`config.mk`:
```
export PLATFORM = sky130hd
export DESIGN_NAME = reset_sequencer
export DESIGN_NICKNAME = d
export VERILOG_FILES = /design/src/rtl/reset_seq_pkg.sv /design/src/rtl/sync_2ff.sv /design/src/rtl/reset_sequencer.sv
export SDC_FILE = /design/constraint.sdc
export NUM_CORES = 1
export LEC_CHECK = 0
export ABC_CLOCK_PERIOD_IN_PS = 2700
export CELL_PAD_IN_SITES_DETAIL_PLACEMENT = 1
export CELL_PAD_IN_SITES_GLOBAL_PLACEMENT = 2
export CORE_MARGIN = 4
export CORE_UTILIZATION = 37
export CTS_BUF_LIST = sky130_fd_sc_hd__clkbuf_4 sky130_fd_sc_hd__clkbuf_8
export DETAILED_ROUTE_END_ITERATION = 10
export HOLD_SLACK_MARGIN = 0.03
export PLACE_DENSITY = 0.85
export SLEW_MARGIN = 20
export SYNTH_ARGS = -nofsm -noshare
export SYNTH_HDL_FRONTEND = slang
export SYNTH_SLANG_ARGS = --single-unit
```
`constraint.sdc`:
```
create_clock -name clk -period 2.7 [get_ports clk]
set_clock_uncertainty 0.1 [all_clocks]
set_input_delay 0.675 -clock clk [delete_from_list [all_inputs] [get_ports clk]]
set_output_delay 0.675 -clock clk [all_outputs]
set_load 0.02 [all_outputs]
```
`src/rtl/reset_seq_pkg.sv`:
```
// reset_seq_pkg: shared FSM states, limits and counter sizing for reset_sequencer
package reset_seq_pkg;

    localparam int MAX_STAGES = 8;

    typedef enum logic [2:0] {
        WAIT_LOCK,
        HOLD,
        RELEASE,
        RUN,
        ASSERT
    } state_e;

    function automatic int cnt_width(input int a, input int b, input int c);
        int m;
        m = (a > b) ? a : b;
        m = (m > c) ? m : c;
        return $clog2(m) + 1;
    endfunction

endpackage

```
`src/rtl/sync_2ff.sv`:
```
// sync_2ff: two-flop synchronizer, async active-low reset to 0
module sync_2ff (
    input  logic clk,
    input  logic rst_n,
    input  logic d_i,
    output logic q_o
);

    logic meta_q;

    always_ff @(posedge clk or negedge rst_n)
        if (!rst_n) {q_o, meta_q} <= 2'b00;
        else        {q_o, meta_q} <= {meta_q, d_i};

endmodule

```
`src/rtl/reset_sequencer.sv`:
```
// reset_sequencer: staged release of reset domains after clock lock.
// Optional watchdog enabled by defining RESET_SEQ_WDT_EN.
module reset_sequencer
    import reset_seq_pkg::*;
#(
    parameter int NUM_STAGES  = 3,
    parameter int HOLD_CYCLES = 16,
    parameter int STAGE_GAP   = 8,
    parameter int WDT_CYCLES  = 1024
) (
    input  logic                  clk,
    input  logic                  rst_n,
    input  logic                  locked,
    input  logic                  sw_rst_req,
    input  logic                  wdt_kick,
    output logic [NUM_STAGES-1:0] rst_out,
    output logic                  seq_done,
    output logic                  sw_rst_ack,
    output logic                  wdt_fired
);

    localparam int CW = cnt_width(HOLD_CYCLES, STAGE_GAP, WDT_CYCLES);
    localparam int SW = $clog2(MAX_STAGES);

    state_e                state_q;
    logic [CW-1:0]         cnt_q;
    logic [SW-1:0]         stage_q;
    logic [NUM_STAGES-1:0] rst_q;
    logic                  done_q, ack_q, pend_q, locked_s, timeout;

    sync_2ff u_sync (
        .clk   (clk),
        .rst_n (rst_n),
        .d_i   (locked),
        .q_o   (locked_s)
    );

`ifdef RESET_SEQ_WDT_EN
    logic [CW-1:0] wdt_q;
    logic          fired_q;

    assign timeout = state_q == RUN && !wdt_kick && wdt_q == CW'(WDT_CYCLES - 1);

    // Counter is cleared on every path out of RUN so it re-enters RUN at zero
    always_ff @(posedge clk or negedge rst_n)
        if (!rst_n) begin
            wdt_q   <= '0;
            fired_q <= 1'b0;
        end else begin
            wdt_q <= (state_q != RUN || !locked_s || timeout || wdt_kick || sw_rst_req)
                     ? '0 : wdt_q + 1'b1;
            if (timeout && locked_s) fired_q <= 1'b1;
        end

    assign wdt_fired = fired_q;
`else
    logic unused_kick;

    assign unused_kick = wdt_kick;
    assign timeout     = 1'b0;
    assign wdt_fired   = 1'b0;
`endif

    always_ff @(posedge clk or negedge rst_n)
        if (!rst_n) begin
            state_q <= WAIT_LOCK;
            cnt_q   <= '0;
            stage_q <= '0;
            rst_q   <= '1;
            done_q  <= 1'b0;
            ack_q   <= 1'b0;
            pend_q  <= 1'b0;
        end else begin
            ack_q <= 1'b0;
            // Lock loss outranks everything else, including a pending ack
            if (!locked_s && state_q != WAIT_LOCK) begin
                state_q <= WAIT_LOCK;
                cnt_q   <= '0;
                stage_q <= '0;
                rst_q   <= '1;
                done_q  <= 1'b0;
                pend_q  <= 1'b0;
            end else begin
                case (state_q)
                    WAIT_LOCK: if (locked_s) begin
                        state_q <= HOLD;
                        cnt_q   <= '0;
                    end
                    HOLD: if (cnt_q == CW'(HOLD_CYCLES - 1)) begin
                        cnt_q    <= '0;
                        rst_q[0] <= 1'b0;
                        stage_q  <= SW'(1);
                        state_q  <= (NUM_STAGES == 1) ? RUN : RELEASE;
                        done_q   <= NUM_STAGES == 1;
                    end else cnt_q <= cnt_q + 1'b1;
                    RELEASE: if (cnt_q == CW'(STAGE_GAP - 1)) begin
                        cnt_q <= '0;
                        rst_q <= rst_q & ~(NUM_STAGES'(1) << stage_q);
                        if (stage_q == SW'(NUM_STAGES - 1)) begin
                            state_q <= RUN;
                            done_q  <= 1'b1;
                        end else stage_q <= stage_q + 1'b1;
                    end else cnt_q <= cnt_q + 1'b1;
                    RUN: begin
                        ack_q  <= pend_q;
                        pend_q <= sw_rst_req;
                        if (sw_rst_req || timeout) begin
                            state_q <= ASSERT;
                            rst_q   <= '1;
                            done_q  <= 1'b0;
                            stage_q <= '0;
                            cnt_q   <= '0;
                        end
                    end
                    ASSERT:  state_q <= HOLD;
                    default: state_q <= WAIT_LOCK;
                endcase
            end
        end

    assign rst_out    = rst_q;
    assign seq_done   = done_q;
    assign sw_rst_ack = ack_q;

endmodule
```
# Word-level counts from Yosys, hierarchy flattened
# Cells that the tools add are included.
totals:
  latchBits: 0
  reg_bits: 25
  ram_bits: 0
  rom_bits: 0
  elab_cells: 76
  out_inout_bits: 6
  memories: 0
  inputBits: 5
classes:
  shifts: 1
  n_div: 0
  add_sub_neg: 2
  n_reduce_logical: 14
  mux: 34
  eq_ne: 13
  bitwise: 2
  n_lt_le_gt_ge: 0
  n_mul: 0
op_table:
  columns: ["op", "n"]
  rows:
  - ["11-bit 2-to-1 mux", 5]
  - ["11-bit case mux with 4 select lines", 1]
  - ["3-bit 2-to-1 mux", 14]
  - ["3-bit != test (second input constant)", 5]
  - ["3-bit case mux with 5 select lines", 1]
  - ["5-bit AND reduction", 3]
  - ["11-bit by 1-bit adder with 11-bit output (second input constant)", 1]
  - ["11-bit by 3-bit == test with 1-bit output (second input constant)", 1]
  - ["11-bit by 4-bit == test with 1-bit output (second input constant)", 1]
  - ["3-bit by 2-bit == test with 1-bit output (second input constant)", 3]
  - ["1-bit 2-to-1 mux", 9]
  - ["3-bit case mux with 3 select lines", 1]
  - ["1-bit case mux with 3 select lines", 2]
  - ["3-bit AND reduction", 2]
  - ["3-bit nonzero test", 2]
  - ["5-bit nonzero test", 1]
  - ["2-bit case mux with 2 select lines", 1]
  - ["4-bit AND reduction", 1]
  - ["4-bit nonzero test", 1]
  - ["3-bit by 1-bit adder with 3-bit output (second input constant)", 1]
  - ["3-bit bitwise AND", 1]
  - ["3-bit by 1-bit == test with 1-bit output (second input constant)", 1]
  - ["3-bit == test (second input constant)", 1]
  - ["3-bit logical NOT", 1]
  - ["other kinds (6)", 6]

# Depth between registers and ports, before layout
depth:
  ltp_word: 6
  depth_mapped: 7
  depth_no_buf: 6

# Modules after synthesis
# From an unflattened synthesis, not the netlist that was laid out.
unflattened:
  hier_cells: 164
  hier_area_um2: 1483.9
modules_own_cells:
  columns: ["module", "n_inst", "cells_per_inst", "seq_area_each_um2", "area_per_inst_um2"]
  rows:
  - ["reset_sequencer", 1, 162, 579.3, 1433.9]
  - ["sync_2ff", 1, 2, 50.0, 50.0]

# Least setup slack after synthesis
# No wires, ideal clock.
synth_path:
  path_kind: "reg-to-reg"
  start: "reg cnt_q[0]"
  end: "reg cnt_q[9]"
  n_path_buf: 1
  setup_ns: 0.076
  required_ns: 2.524
  t_arrival_ns: 1.764
  stages_incl_launch_ff: 8
  setup_slack_ns: 0.760
  synth_period_minus_slack_ns: 1.940
  path_cell_list: "dfrtp_1 > ha_1 > and3_1 > o22a_2 > a21o_1 > buf_6 > or3_1 > o21ai_1"
synth_between:
  elab_chain_len: 4
  elab_cells_between_ends: 7
  classes_between: "1 x add/sub; 2 x eq/ne; 4 x mux"
synth_lines:
  columns: ["element", "line_no", "rtl"]
  rows:
  - ["start, declared", "reset_sequencer.sv:26", "logic [CW-1:0] cnt_q;"]
  - ["start signal, assigned", "reset_sequencer.sv:95", "end else cnt_q <= cnt_q + 1'b1;"]
  - ["start signal, assigned", "reset_sequencer.sv:103", "end else cnt_q <= cnt_q + 1'b1;"]
  - ["11-bit by 1-bit adder with 11-bit output (tied with other cells)", "reset_sequencer.sv:95, reset_sequencer.sv:103", null]
  - ["11-bit 2-to-1 mux (on tied branches)", "reset_sequencer.sv:96, reset_sequencer.sv:89", null]
  - ["11-bit case mux with 4 select lines *", "reset_sequencer.sv:84", "case (state_q)"]
  - ["11-bit 2-to-1 mux *", "reset_sequencer.sv:76", "if (!locked_s && state_q != WAIT_LOCK) begin"]
# Mark *: on every way between the ends. The rest lies on a longest branch, timed or not.
# A chain may end at the register's enable or synchronous reset.

# Worst setup path in the final report
layout_path:
  start: "reg rst_q[0], in the netlist rst_out[0]"
  end: "out rst_out[0]"
layout_lines:
  columns: ["element", "line_no", "rtl"]
  rows:
  - ["start, declared", "reset_sequencer.sv:28", "logic [NUM_STAGES-1:0] rst_q;"]
  - ["start signal, assigned", "reset_sequencer.sv:98", "rst_q <= rst_q & ~(NUM_STAGES'(1) << stage_q);"]
  - ["end, declared", "reset_sequencer.sv:16", "output logic [NUM_STAGES-1:0] rst_out,"]
# No word-level cell between the ends.

==> results.env <==
AREA_GROWTH_PCT=10.7
GRT-OVFL-TOTAL=0
WORST_HOLD_PATH.ENDPOINT='u_sync.q_o'
INITIAL_CORE_UTIL_PCT=38.5
AVGROUTEDWIREPERCELL_UM=15.3
CRIT_PATH_MAX_INCR_DELAY_NS=0.60
MIN_FROM='u_sync.meta_q'
TRITONCTS='done'
WORST_SLEW_PIN_SLEW_NS=0.538
LEAKAGEPOWER_uW=0.000671
SYNTH-EDFF-COUNT=0
CLKTRANSATPATHREGS_NS=0.09
WORSTSKEWPAIRLATENCY_NS=0.27
DRT_PRE_ANTENNA_ITERS=4
DATA_ARRIVAL_TIME_OF_THE_WORST_PATH_NS=1.41
CTS_HOLD_BUFFERS=0
SYNTH.YOSYS.SEQ_AREA_SHARE_PCT=44.3
CRITPATHMAXFANOUT=2
HOLD_PATH.CLASS='flip-flop to flip-flop'
TIMING_HOLD_VIOLATIONS_FINAL=0
UTILIZATION_PCT=42.7
CLOCK-ROOT-BUFFER='sky130_fd_sc_hd__clkbuf_8'
NUMBER_OF_GLOBAL_ROUTE_VIAS_BEFORE_REPAIR=1249
DRT_FIRST_ITER_VIOLATIONS=35
ANTENNA_CELLS_INSERTED=0
REGTOREGSETUPSLACK_NS=0.55
REMAINING_DRC_ERRORS=0
POST_CTS.RESIZED_INSTANCES=0
SYNTH_SEQ_CELLS=25
MAX-CAP-VIOLATIONS=0
POST-ROUTE-PERIOD-UTIL_PCT=80.9
DETAIL_ROUTE.VIAS_PER_CELL=5.45
ANTENNA_FOUND_INITIAL=0
MIN_PATH_CELLS=0
FMAXACHIEVABLE_MHz=458
FINALSETUPTNS_NS=0
CTS-ROOT-TO-SINK-BUFFERS=2
GRTUSAGETOTAL_PCT=14.4
SLEW_HEADROOM_PCT=63.8
DP_HPWL_UM=2380
SETUP_VIOL=0
SYNTHESIS.AREA_PER_INSTANCE_UM2=9.11
MAPPEDNETLISTNETS=166
DIE_H_UM=70.0
ROUTE.ANTENNA.REMAINING_NETS=0
YS_TYPES=44
TOP_LEVEL_PORTS=11
POST-ROUTE-MIN-PERIOD_NS=2.19
CRITICALPATHCATEGORY='flip-flop to primary output'
TIMING.CRITICAL_PATH.TO_TYPE='primary output'
FP-ROW-COUNT=22
CRITPATHREQUIREDTIME_NS=1.92
PLACE_WS_NS=0.231
IR_WORST_VDD_V=0.000361
RSZ0062_AT_GRT='false'
POST-CTS-SETUP-BUFFERS=0
NUM-NETS-FINAL=173
POST_DETAILED_ROUTING_WIRE_LENGTH_UM=3220
SYNTH_FLOP_CELL='sky130_fd_sc_hd__dfrtp_1'
R2R-END='cnt_q[2]'
DIEAREA_MM2=0.00490
STARTPOINT_TYPE='flip-flop'
HIGHEST_DELAY_CELL_ALONG_THE_CRITICAL_PATH='sky130_fd_sc_hd__clkdlybuf4s50_1'
GRT_PASS1_WL_UM=5800
CRIT_PATH_CELL_TRACE='clkdlybuf4s50_1'
CRITICAL_PATH.N_BUFFERS_INVERTERS=1
CP_TOP_FAMILY='buffers and inverters'
PLACE.GP.CONGESTION=0.720
SYNTHESIS.INSTANCES=156
SYNTH.YOSYS.WARNINGS=0
RUN_STATUS='finished, final reports clean'
SYNTH-ASYNC-RESET-RATIO_PCT=100
HTREE_LEVELS=1
NETLIST_AREA_MM2=0.00142
NUM_VIAS=1145
CORE_REGION_AREA_MM2=0.00369
CRITICAL_PATH.REG2REG.STARTPOINT='cnt_q[0]'
TIMING.REG2REG.WORST_PATH_DEPTH=7
CTS_NUM_SINKS=25
POST-ROUTE-WORST-SETUP-SLACK_NS=0.514
NUMCTSBUFFERS=3
CELLPOWERDENSITY_mW_PER_MM2=845
MAXSLEWVIOLCOUNT=0
DIE_WIDTH_UM=70.0
IO_BUFFER_COUNT=8
GRT_START_MAX_NET_PINS=26
LAYOUT-DRIVE-GT1-SHARE_PCT=9.26
## stage by stage
stage / hold WS [ns] / area [µm²] / total power, µW / cells
6_report: 0.254 / 1570 / 1330 / 210
5_1_grt: 0.261 / 1570 / 1430 / 210
3_5_place_dp: 0.236 / 1530 / 1110 / 206
2_1_floorplan: 0.231 / 1420 / 970 / 156
4_1_cts: 0.258 / 1570 / 1350 / 210
3_3_place_gp: 0.236 / 1530 / 1090 / 206
## routing by layer
layer	share of wire, %	GRT usage (%)	up-vias
met4	0.53	3.19	0
met1	46	17.0	558
met3	2.9	2.45	2
met5	0	0	-
met2	51	27.0	16
li1	-	-	569
## kinds of logic (layout without fill, tap and decap cells)
kind of cell	Yosys count	in the layout	share of synthesized area (%)
other	1	1	0.264
adders and majority gates	5	5	4.40
buffers and inverters	21	27	7.04
AOI/OAI and AO/OA	47	47	22.6
muxes	1	1	0.704
and+or+nand+nor	56	56	20.7
DFF	25	25	44.3
## report_power, final
group          internal, µW  switching, µW  leakage (µW)
combinational           226            355      0.000316
clock                   116            118     0.0000262
sequential              439           76.1      0.000328
total                   780            550      0.000671
## synth_stat cells (2+ instances only)
master / instances / area (µm²)
sky130_fd_sc_hd__nand2b_1: 2 / 12.5
sky130_fd_sc_hd__nor4_1: 3 / 18.8
sky130_fd_sc_hd__buf_2: 2 / 10.0
sky130_fd_sc_hd__or2_2: 2 / 12.5
sky130_fd_sc_hd__and3_1: 3 / 18.8
sky130_fd_sc_hd__o22ai_1: 2 / 12.5
sky130_fd_sc_hd__dfrtp_1: 22 / 551
sky130_fd_sc_hd__nand2_1: 13 / 48.8
sky130_fd_sc_hd__a21oi_1: 11 / 55.1
sky130_fd_sc_hd__nor3_1: 3 / 15.0
sky130_fd_sc_hd__o21ai_1: 4 / 20.0
sky130_fd_sc_hd__o31ai_1: 2 / 15.0
sky130_fd_sc_hd__nand3_1: 10 / 50.1
sky130_fd_sc_hd__clkbuf_1: 3 / 11.3
sky130_fd_sc_hd__a31oi_1: 5 / 31.3
sky130_fd_sc_hd__o311ai_1: 2 / 17.5
sky130_fd_sc_hd__nor2_1: 10 / 37.5
sky130_fd_sc_hd__or3_1: 4 / 25.0
sky130_fd_sc_hd__o21ai_0: 6 / 30.0
sky130_fd_sc_hd__o22a_1: 2 / 17.5
sky130_fd_sc_hd__inv_1: 13 / 48.8
sky130_fd_sc_hd__ha_1: 5 / 62.6
sky130_fd_sc_hd__buf_6: 2 / 22.5
sky130_fd_sc_hd__a21o_1: 3 / 22.5
sky130_fd_sc_hd__dfstp_2: 3 / 78.8
## layout by cell type (no fill, tap or decap), types with 2 or more instances in the layout
master	count
sky130_fd_sc_hd__or2_2	2
sky130_fd_sc_hd__dfrtp_1	22
sky130_fd_sc_hd__o22a_1	2
sky130_fd_sc_hd__clkdlybuf4s50_1	8
sky130_fd_sc_hd__a21o_1	3
sky130_fd_sc_hd__and3_1	3
sky130_fd_sc_hd__nand2b_1	2
sky130_fd_sc_hd__a21oi_1	11
sky130_fd_sc_hd__o22ai_1	2
sky130_fd_sc_hd__o311ai_1	2
sky130_fd_sc_hd__a31oi_1	5
sky130_fd_sc_hd__nor3_1	3
sky130_fd_sc_hd__inv_1	13
sky130_fd_sc_hd__ha_1	5
sky130_fd_sc_hd__buf_4	2
sky130_fd_sc_hd__nand2_1	13
sky130_fd_sc_hd__o21ai_1	4
sky130_fd_sc_hd__or3_1	4
sky130_fd_sc_hd__o31ai_1	2
sky130_fd_sc_hd__nand3_1	10
sky130_fd_sc_hd__nor4_1	3
sky130_fd_sc_hd__o21ai_0	6
sky130_fd_sc_hd__dfstp_2	3
sky130_fd_sc_hd__nor2_1	10
sky130_fd_sc_hd__clkbuf_8	3
## worst max-delay path by stage
stage                from          to  slack [ns]  cells after the start
2_1_floorplan    cnt_q[0]    cnt_q[9]        0.76                      7
3_3_place_gp   sw_rst_req    cnt_q[4]        0.23                      5
3_5_place_dp   sw_rst_req    cnt_q[4]        0.23                      5
4_1_cts        rst_out[0]  rst_out[0]        0.51                      1
5_1_grt          cnt_q[0]    cnt_q[2]        0.40                      7
6_report       rst_out[0]  rst_out[0]        0.51                      1
## sequential cells by signal, summed over array words and instances (netlist names)
name           count
cnt_q             11
pend_q             1
rst_out            3
seq_done           1
stage_q            3
state_q            3
sw_rst_ack         1
u_sync.meta_q      1
u_sync.q_o         1
## final cells by class
type / instances / area, µm²
Sequential cell: 25 / 629
Inverter: 13 / 48.8
Timing Repair Buffer: 10 / 95.1
Multi-Input combinational cell: 110 / 692
Clock buffer: 4 / 48.8
Fill cell: 460 / 2110
Tap cell: 48 / 60.1
No activity file was read; power rests on OpenSTA's default activity.
